### src/rtl/legv8_multicycle_control_if.sv
// Control bundle between the LEGv8 multicycle sequencer and its datapath.
// The master modport is the sequencer; the slave modport is the datapath side.
interface legv8_multicycle_control_if;
  logic        run;
  logic [10:0] opcode;
  logic        zero;
  logic        memReady;

  logic        instrRead;
  logic        irWrite;
  logic        pcWrite;
  logic        pcSrc;
  logic        reg2Loc;
  logic        aluSRC;
  logic [1:0]  aluOp;
  logic        dataRead;
  logic        dataWrite;
  logic        memToReg;
  logic        regWrite;
  logic        halted;
  logic [31:0] retired;

  modport master (
    input  run, opcode, zero, memReady,
    output instrRead, irWrite, pcWrite, pcSrc, reg2Loc, aluSRC, aluOp,
           dataRead, dataWrite, memToReg, regWrite, halted, retired
  );

  modport slave (
    output run, opcode, zero, memReady,
    input  instrRead, irWrite, pcWrite, pcSrc, reg2Loc, aluSRC, aluOp,
           dataRead, dataWrite, memToReg, regWrite, halted, retired
  );
endinterface

### src/rtl/legv8_multicycle_control.sv
// Multicycle LEGv8 control sequencer: fetch/decode/execute/memory/writeback
// with memory-ready stalls, illegal-opcode halt and a retired-instruction counter.
module legv8_multicycle_control (
  input  logic clock,
  input  logic reset_n,
  legv8_multicycle_control_if.master bus
);

  typedef enum logic [2:0] {
    IDLE,
    FETCH,
    DECODE,
    EXECUTE,
    MEMORY,
    WRITEBACK,
    HALT
  } state_t;

  typedef enum logic [2:0] {
    CLS_R,
    CLS_I,
    CLS_LDUR,
    CLS_STUR,
    CLS_CBZ,
    CLS_B,
    CLS_ILL
  } instr_class_t;

  state_t       state;
  state_t       state_next;
  instr_class_t cls_q;
  instr_class_t cls_dec;
  logic         retire;
  logic [31:0]  retire_count;

  always_comb begin
    cls_dec = CLS_ILL;
    casez (bus.opcode)
      11'b10001011000,
      11'b11001011000,
      11'b10001010000,
      11'b10101010000: cls_dec = CLS_R;
      11'b1001000100?: cls_dec = CLS_I;
      11'b11111000010: cls_dec = CLS_LDUR;
      11'b11111000000: cls_dec = CLS_STUR;
      11'b10110100???: cls_dec = CLS_CBZ;
      11'b000101?????: cls_dec = CLS_B;
      default:         cls_dec = CLS_ILL;
    endcase
  end

  always_ff @(posedge clock or negedge reset_n) begin
    if (!reset_n) begin
      state <= IDLE;
    end else begin
      state <= state_next;
    end
  end

  // The class is captured once in DECODE so later phases ignore IR-side glitches.
  always_ff @(posedge clock or negedge reset_n) begin
    if (!reset_n) begin
      cls_q <= CLS_ILL;
    end else if (state == DECODE) begin
      cls_q <= cls_dec;
    end
  end

  always_ff @(posedge clock or negedge reset_n) begin
    if (!reset_n) begin
      retire_count <= 32'd0;
    end else if (retire) begin
      retire_count <= retire_count + 32'd1;
    end
  end

  assign bus.retired = retire_count;

  always_comb begin
    state_next    = state;
    retire        = 1'b0;
    bus.instrRead = 1'b0;
    bus.irWrite   = 1'b0;
    bus.pcWrite   = 1'b0;
    bus.pcSrc     = 1'b0;
    bus.reg2Loc   = 1'b0;
    bus.aluSRC    = 1'b0;
    bus.aluOp     = 2'b00;
    bus.dataRead  = 1'b0;
    bus.dataWrite = 1'b0;
    bus.memToReg  = 1'b0;
    bus.regWrite  = 1'b0;
    bus.halted    = 1'b0;

    unique case (state)
      IDLE: begin
        if (bus.run) state_next = FETCH;
      end

      FETCH: begin
        bus.instrRead = 1'b1;
        if (bus.memReady) begin
          bus.irWrite = 1'b1;
          bus.pcWrite = 1'b1;
          state_next  = DECODE;
        end
      end

      DECODE: begin
        bus.reg2Loc = (cls_dec == CLS_STUR) || (cls_dec == CLS_CBZ);
        state_next  = (cls_dec == CLS_ILL) ? HALT : EXECUTE;
      end

      EXECUTE: begin
        bus.reg2Loc = (cls_q == CLS_STUR) || (cls_q == CLS_CBZ);
        unique case (cls_q)
          CLS_LDUR, CLS_STUR: begin
            bus.aluSRC = 1'b1;
            state_next = MEMORY;
          end
          CLS_I: begin
            bus.aluSRC = 1'b1;
            state_next = WRITEBACK;
          end
          CLS_R: begin
            bus.aluOp  = 2'b10;
            state_next = WRITEBACK;
          end
          CLS_CBZ: begin
            bus.aluOp   = 2'b01;
            bus.pcSrc   = 1'b1;
            bus.pcWrite = bus.zero;
            retire      = 1'b1;
            state_next  = bus.run ? FETCH : IDLE;
          end
          CLS_B: begin
            bus.pcSrc   = 1'b1;
            bus.pcWrite = 1'b1;
            retire      = 1'b1;
            state_next  = bus.run ? FETCH : IDLE;
          end
          default: state_next = HALT;
        endcase
      end

      MEMORY: begin
        bus.dataRead  = (cls_q == CLS_LDUR);
        bus.dataWrite = (cls_q == CLS_STUR);
        if (bus.memReady) begin
          if (cls_q == CLS_LDUR) begin
            state_next = WRITEBACK;
          end else begin
            retire     = 1'b1;
            state_next = bus.run ? FETCH : IDLE;
          end
        end
      end

      WRITEBACK: begin
        bus.regWrite = 1'b1;
        bus.memToReg = (cls_q == CLS_LDUR);
        retire       = 1'b1;
        state_next   = bus.run ? FETCH : IDLE;
      end

      HALT: begin
        bus.halted = 1'b1;
      end

      default: state_next = IDLE;
    endcase
  end

  // The PC and register file must never be written in the same cycle.
  assert property (@(posedge clock) disable iff (!reset_n) !(bus.pcWrite && bus.regWrite));

endmodule
### src/flat_wrapper.sv
// flat-port wrapper written by rule: the top's interface ports become plain ports
module legv8_multicycle_control_flat 
  (clock, reset_n, bus_run, bus_opcode, bus_zero, bus_memReady, bus_instrRead, bus_irWrite, bus_pcWrite, bus_pcSrc, bus_reg2Loc, bus_aluSRC, bus_aluOp, bus_dataRead, bus_dataWrite, bus_memToReg, bus_regWrite, bus_halted, bus_retired);
  legv8_multicycle_control_if bus_i ();
  input  logic clock;
  input  logic reset_n;
  input wire logic [$bits(bus_i.run)-1:0] bus_run;
  input wire logic [$bits(bus_i.opcode)-1:0] bus_opcode;
  input wire logic [$bits(bus_i.zero)-1:0] bus_zero;
  input wire logic [$bits(bus_i.memReady)-1:0] bus_memReady;
  output wire logic [$bits(bus_i.instrRead)-1:0] bus_instrRead;
  output wire logic [$bits(bus_i.irWrite)-1:0] bus_irWrite;
  output wire logic [$bits(bus_i.pcWrite)-1:0] bus_pcWrite;
  output wire logic [$bits(bus_i.pcSrc)-1:0] bus_pcSrc;
  output wire logic [$bits(bus_i.reg2Loc)-1:0] bus_reg2Loc;
  output wire logic [$bits(bus_i.aluSRC)-1:0] bus_aluSRC;
  output wire logic [$bits(bus_i.aluOp)-1:0] bus_aluOp;
  output wire logic [$bits(bus_i.dataRead)-1:0] bus_dataRead;
  output wire logic [$bits(bus_i.dataWrite)-1:0] bus_dataWrite;
  output wire logic [$bits(bus_i.memToReg)-1:0] bus_memToReg;
  output wire logic [$bits(bus_i.regWrite)-1:0] bus_regWrite;
  output wire logic [$bits(bus_i.halted)-1:0] bus_halted;
  output wire logic [$bits(bus_i.retired)-1:0] bus_retired;
  assign bus_i.run = bus_run;
  assign bus_i.opcode = bus_opcode;
  assign bus_i.zero = bus_zero;
  assign bus_i.memReady = bus_memReady;
  assign bus_instrRead = bus_i.instrRead;
  assign bus_irWrite = bus_i.irWrite;
  assign bus_pcWrite = bus_i.pcWrite;
  assign bus_pcSrc = bus_i.pcSrc;
  assign bus_reg2Loc = bus_i.reg2Loc;
  assign bus_aluSRC = bus_i.aluSRC;
  assign bus_aluOp = bus_i.aluOp;
  assign bus_dataRead = bus_i.dataRead;
  assign bus_dataWrite = bus_i.dataWrite;
  assign bus_memToReg = bus_i.memToReg;
  assign bus_regWrite = bus_i.regWrite;
  assign bus_halted = bus_i.halted;
  assign bus_retired = bus_i.retired;
  legv8_multicycle_control u_core (.clock(clock), .reset_n(reset_n), .bus(bus_i));
endmodule
### config.mk
export PLATFORM = sky130hd
export DESIGN_NAME = legv8_multicycle_control_flat
export DESIGN_NICKNAME = d
export VERILOG_FILES = /design/src/rtl/legv8_multicycle_control_if.sv /design/src/rtl/legv8_multicycle_control.sv /design/src/flat_wrapper.sv
export SDC_FILE = /design/constraint.sdc
export NUM_CORES = 1
export LEC_CHECK = 0
export CELL_PAD_IN_SITES_DETAIL_PLACEMENT = 0
export CELL_PAD_IN_SITES_GLOBAL_PLACEMENT = 1
export CORE_AREA = 2 2 74 76
export CTS_CLUSTER_DIAMETER = 100
export DETAILED_ROUTE_END_ITERATION = 7
export DIE_AREA = 0 0 76 78
export DONT_BUFFER_PORTS = 1
export GPL_ROUTABILITY_DRIVEN = 0
export HOLD_SLACK_MARGIN = 0.06
export PLACE_DENSITY_LB_ADDON = 0.2
export SLEW_MARGIN = 10
export SYNTH_ARGS = -nofsm -noshare
export SYNTH_HDL_FRONTEND = slang
export SYNTH_SLANG_ARGS = --single-unit
### constraint.sdc
create_clock -name clock -period 2.2 [get_ports clock]
set_clock_uncertainty 0.1 [all_clocks]
set_input_delay 0.44 -clock clock [delete_from_list [all_inputs] [get_ports clock]]
set_output_delay 0.44 -clock clock [all_outputs]
set_load 0.05 [all_outputs]
==> flow_summary.toml <==
[yosys]
muxShareOfSynthArea_pct = 0.8840
syn_area_per_cell_um2 = 10.11
ys_seq_area_share_pct = 39.63
yosys_warnings = 0
synth_compound_gate_area_share_pct = 19.45
synth_xor_area_share_pct = 11.28
synth_fp_nets = 255
netlist_instances = 238
synth_top_family_by_area = "simple AND/OR/NAND/NOR gates"
synth_area_um2 = 2406
synthFlopType = "dfrtp_1"
ys_types = 54
synth-edff-count = 0
synth_simple_gate_area_share_pct = 23.71
synth_fa_ha_area_share_pct = 0.5200
yosys_register_bits = 38
synthArstFlopShare_pct = 100.0

[global_route]
grt_max_degree = 39
grt_pass1_vias = 1968
overflow = 0
grt.total_usage_pct = 20.27
antenna_found_initial = 0
grt_pass1_wl_um = 9611

[critical_path]
cp.arrival_ns = 1.66
cp-end-kind = "output pin"
required_ns = 1.66
path_class = "flip-flop to output pin"
cp_top_family = "flip-flops"
crit_path_start_kind = "flip-flop"
critPathSlowestCell = "dfstp_2"
critPathMaxFanout = 3
path_buf_inv = 2
cp_cell_sequence = "or3b_4, buf_4, nor2_4, buf_12"
max_stage_delay_ns = 0.53

[routing]
dr.pass1.iters = 4
vias = 2020
post_drt_via_cell_ratio = 5.459
wl_per_cell_um = 15.52
drt_iter0_drc = 114
wl_um = 5742
ant_nets = 0
remaining_drc_errors = 0

[flow_run]
drv_cap = 0

[die]
placementRows = 26
die_y_um = 78
ios = 61
start_util_pct = 47.72
die_w_um = 76
die_area_um2 = 5928
core-area_um2 = 5042

[timing]
drv_slew = 0
worst_slack_ns = -0.0002262
worst_pin_slew_ns = 0.4880
timing.slew.headroom_pct = 67.39
hold_viol = 0
max_freq_mhz = 454.5
setup_viol = 1
tns_ns = -0.0002262
fin_crit_ns = 2.200
period_share_pct = 100.0
rsz0062_at_grt = "true"

[cells_and_area]
seqCellArea_um2 = 957.2
syn_to_final_growth_pct = 34.95
layout-drive-gt1-share_pct = 40.00
num_antenna_cells = 0
instances_no_fill = 370
nFillCells = 410
layout_commonest_cell = "buf_4"
finish.net_count = 316
layout_common_cells = "buf_4, dfrtp_1, xor2_1"
multi_input_area_um2 = 1463

[power_and_ir_drop]
pwr_density_cell_nw_per_um2 = 1033
p_leak_nw = 1.151
irDropWorstVdd_uv = 777.2

[place]
dp.cells = 356
place_ws_ns = -0.01727
hpwlAfterDp_um = 4033
numPortBuffers = 0

[worst_hold_path]
hold_path.class = "input port to flip-flop"

[clock_tree]
htreeDepth = 2
cts.clk_slew.worst_paths_ns = 0.07
insertion_delay_ns = 0.29
cts.sinks = 38
cts_buffers = 5
ctsRootBufferMaster = "clkbuf_8"
ctsLongestPathBuffers = 2
cts_tree = "built"

[status]
violations = "negative setup slack"
status = "complete, but fails checks"
[stage by stage]
step / total power [mW] / hold WS, ns / instance area [um^2] / utilization (%)
after detailed placement: 2.711 / 0.04524 / 3043 / 60.35
after floorplan: 2.181 / 0.04441 / 2480 / -
after global placement: 2.697 / 0.04520 / 3043 / 60.35
after global routing: 3.556 / 0.1997 / 3247 / 64.39
final: 3.353 / 0.1993 / 3247 / 64.39
after CTS: 3.301 / 0.2398 / 3212 / 63.70
[power breakdown]
part	internal, mW	switching, mW
logic	0.699	1.20
clock network	0.253	0.240
registers	0.855	0.103
total	1.81	1.55
[final timing paths]
kind | to | slack [ns] | cells after the start | from
hold reg to reg | u_core.bus.retired[0]$_DFFE_PN0P_ | 0.42 | 1 | u_core.bus.retired[0]$_DFFE_PN0P_
setup / recovery | bus_dataRead | -0.0002 | 4 | u_core.cls_q[1]$_DFFE_PN1P_
max in group asynchronous | u_core.cls_q[1]$_DFFE_PN1P_ | 1.21 | 2 | reset_n
setup reg to reg | u_core.bus.retired[18]$_DFFE_PN0P_ | 0.06 | 6 | u_core.cls_q[2]$_DFFE_PN1P_
hold / removal | u_core.state[1]$_DFFE_PN0P_ | 0.20 | 2 | bus_memReady
min in group asynchronous | u_core.bus.retired[25]$_DFFE_PN0P_ | 0.52 | 2 | reset_n
[cell usage after synthesis (all sizes together), types with 2 or more instances]
master | n | area share, %
a21boi | 3 | 0.94
nand3 | 12 | 2.5
or4 | 2 | 0.94
nand2b | 3 | 0.78
inv | 9 | 1.4
xnor2 | 5 | 1.8
o21ai | 7 | 1.5
or3 | 2 | 0.52
nand2 | 22 | 3.4
buf | 10 | 2.8
a2111oi | 9 | 6.7
nand4 | 9 | 3.5
and2 | 3 | 0.78
or2 | 2 | 0.52
and3 | 3 | 0.78
clkbuf | 2 | 0.31
dfstp | 2 | 2.2
or3b | 2 | 0.73
nor3b | 3 | 1.1
and4 | 3 | 1.1
nor2b | 3 | 0.78
nor3 | 5 | 1.0
nor4 | 3 | 0.78
o211ai | 2 | 1.4
a21oi | 14 | 2.9
o31ai | 2 | 0.62
a211oi | 11 | 4.1
xor2 | 26 | 9.5
nand3b | 2 | 0.62
dfrtp | 36 | 37
nor2 | 8 | 1.2
[worst reg2reg max path, delay by kind of cell, from the launching register on]
family,cells,cell delay (ns)
xor gates and xnor gates,1,0.16
DFF,1,0.56
and+or+nand+nor,2,0.58
buffers and inverters,2,0.48
AOI/OAI and AO/OA,1,0.20
[flip-flops by register name, indices dropped and copies added, names as in the netlist]
signal and flops:
u_core.bus.retired 32, u_core.cls_q 3, u_core.state 3
[layout make-up]
type	count	share of cell area, %
clock buffer	7	2.659
clock inverter	1	0.1541
inverter	9	1.040
multi-input combinational	179	45.05
sequential	38	29.48
tap	70	2.697
timing repair buffer	66	18.92
[timing repair]
action,CTS,global route
pin swaps,4,2
hold buffers,2,0
buffers inserted,4,1
endpoints found under the setup margin,8,12
gates resized for setup,9,8
gates cloned,0,0
hold endpoints to repair,38,0
[per-layer routing]
layer	up-vias	share of wire, %	track usage, %
met3	2	5.4	6.977
li1	990	-	-
met2	47	47	31.16
met4	0	0.59	5.455
met5	-	0	0
met1	981	47	27.39
[logic make-up (layout without fill, tap and decap cells)]
kind of cell,count (synthesis),after routing
compound gates,52,52
fa+ha+maj,1,1
simple gates,93,93
xor+xnor,31,31
mux,2,2
buf+inv,21,83
flops,38,38
Note: power is estimated with default switching activity, not from simulation.
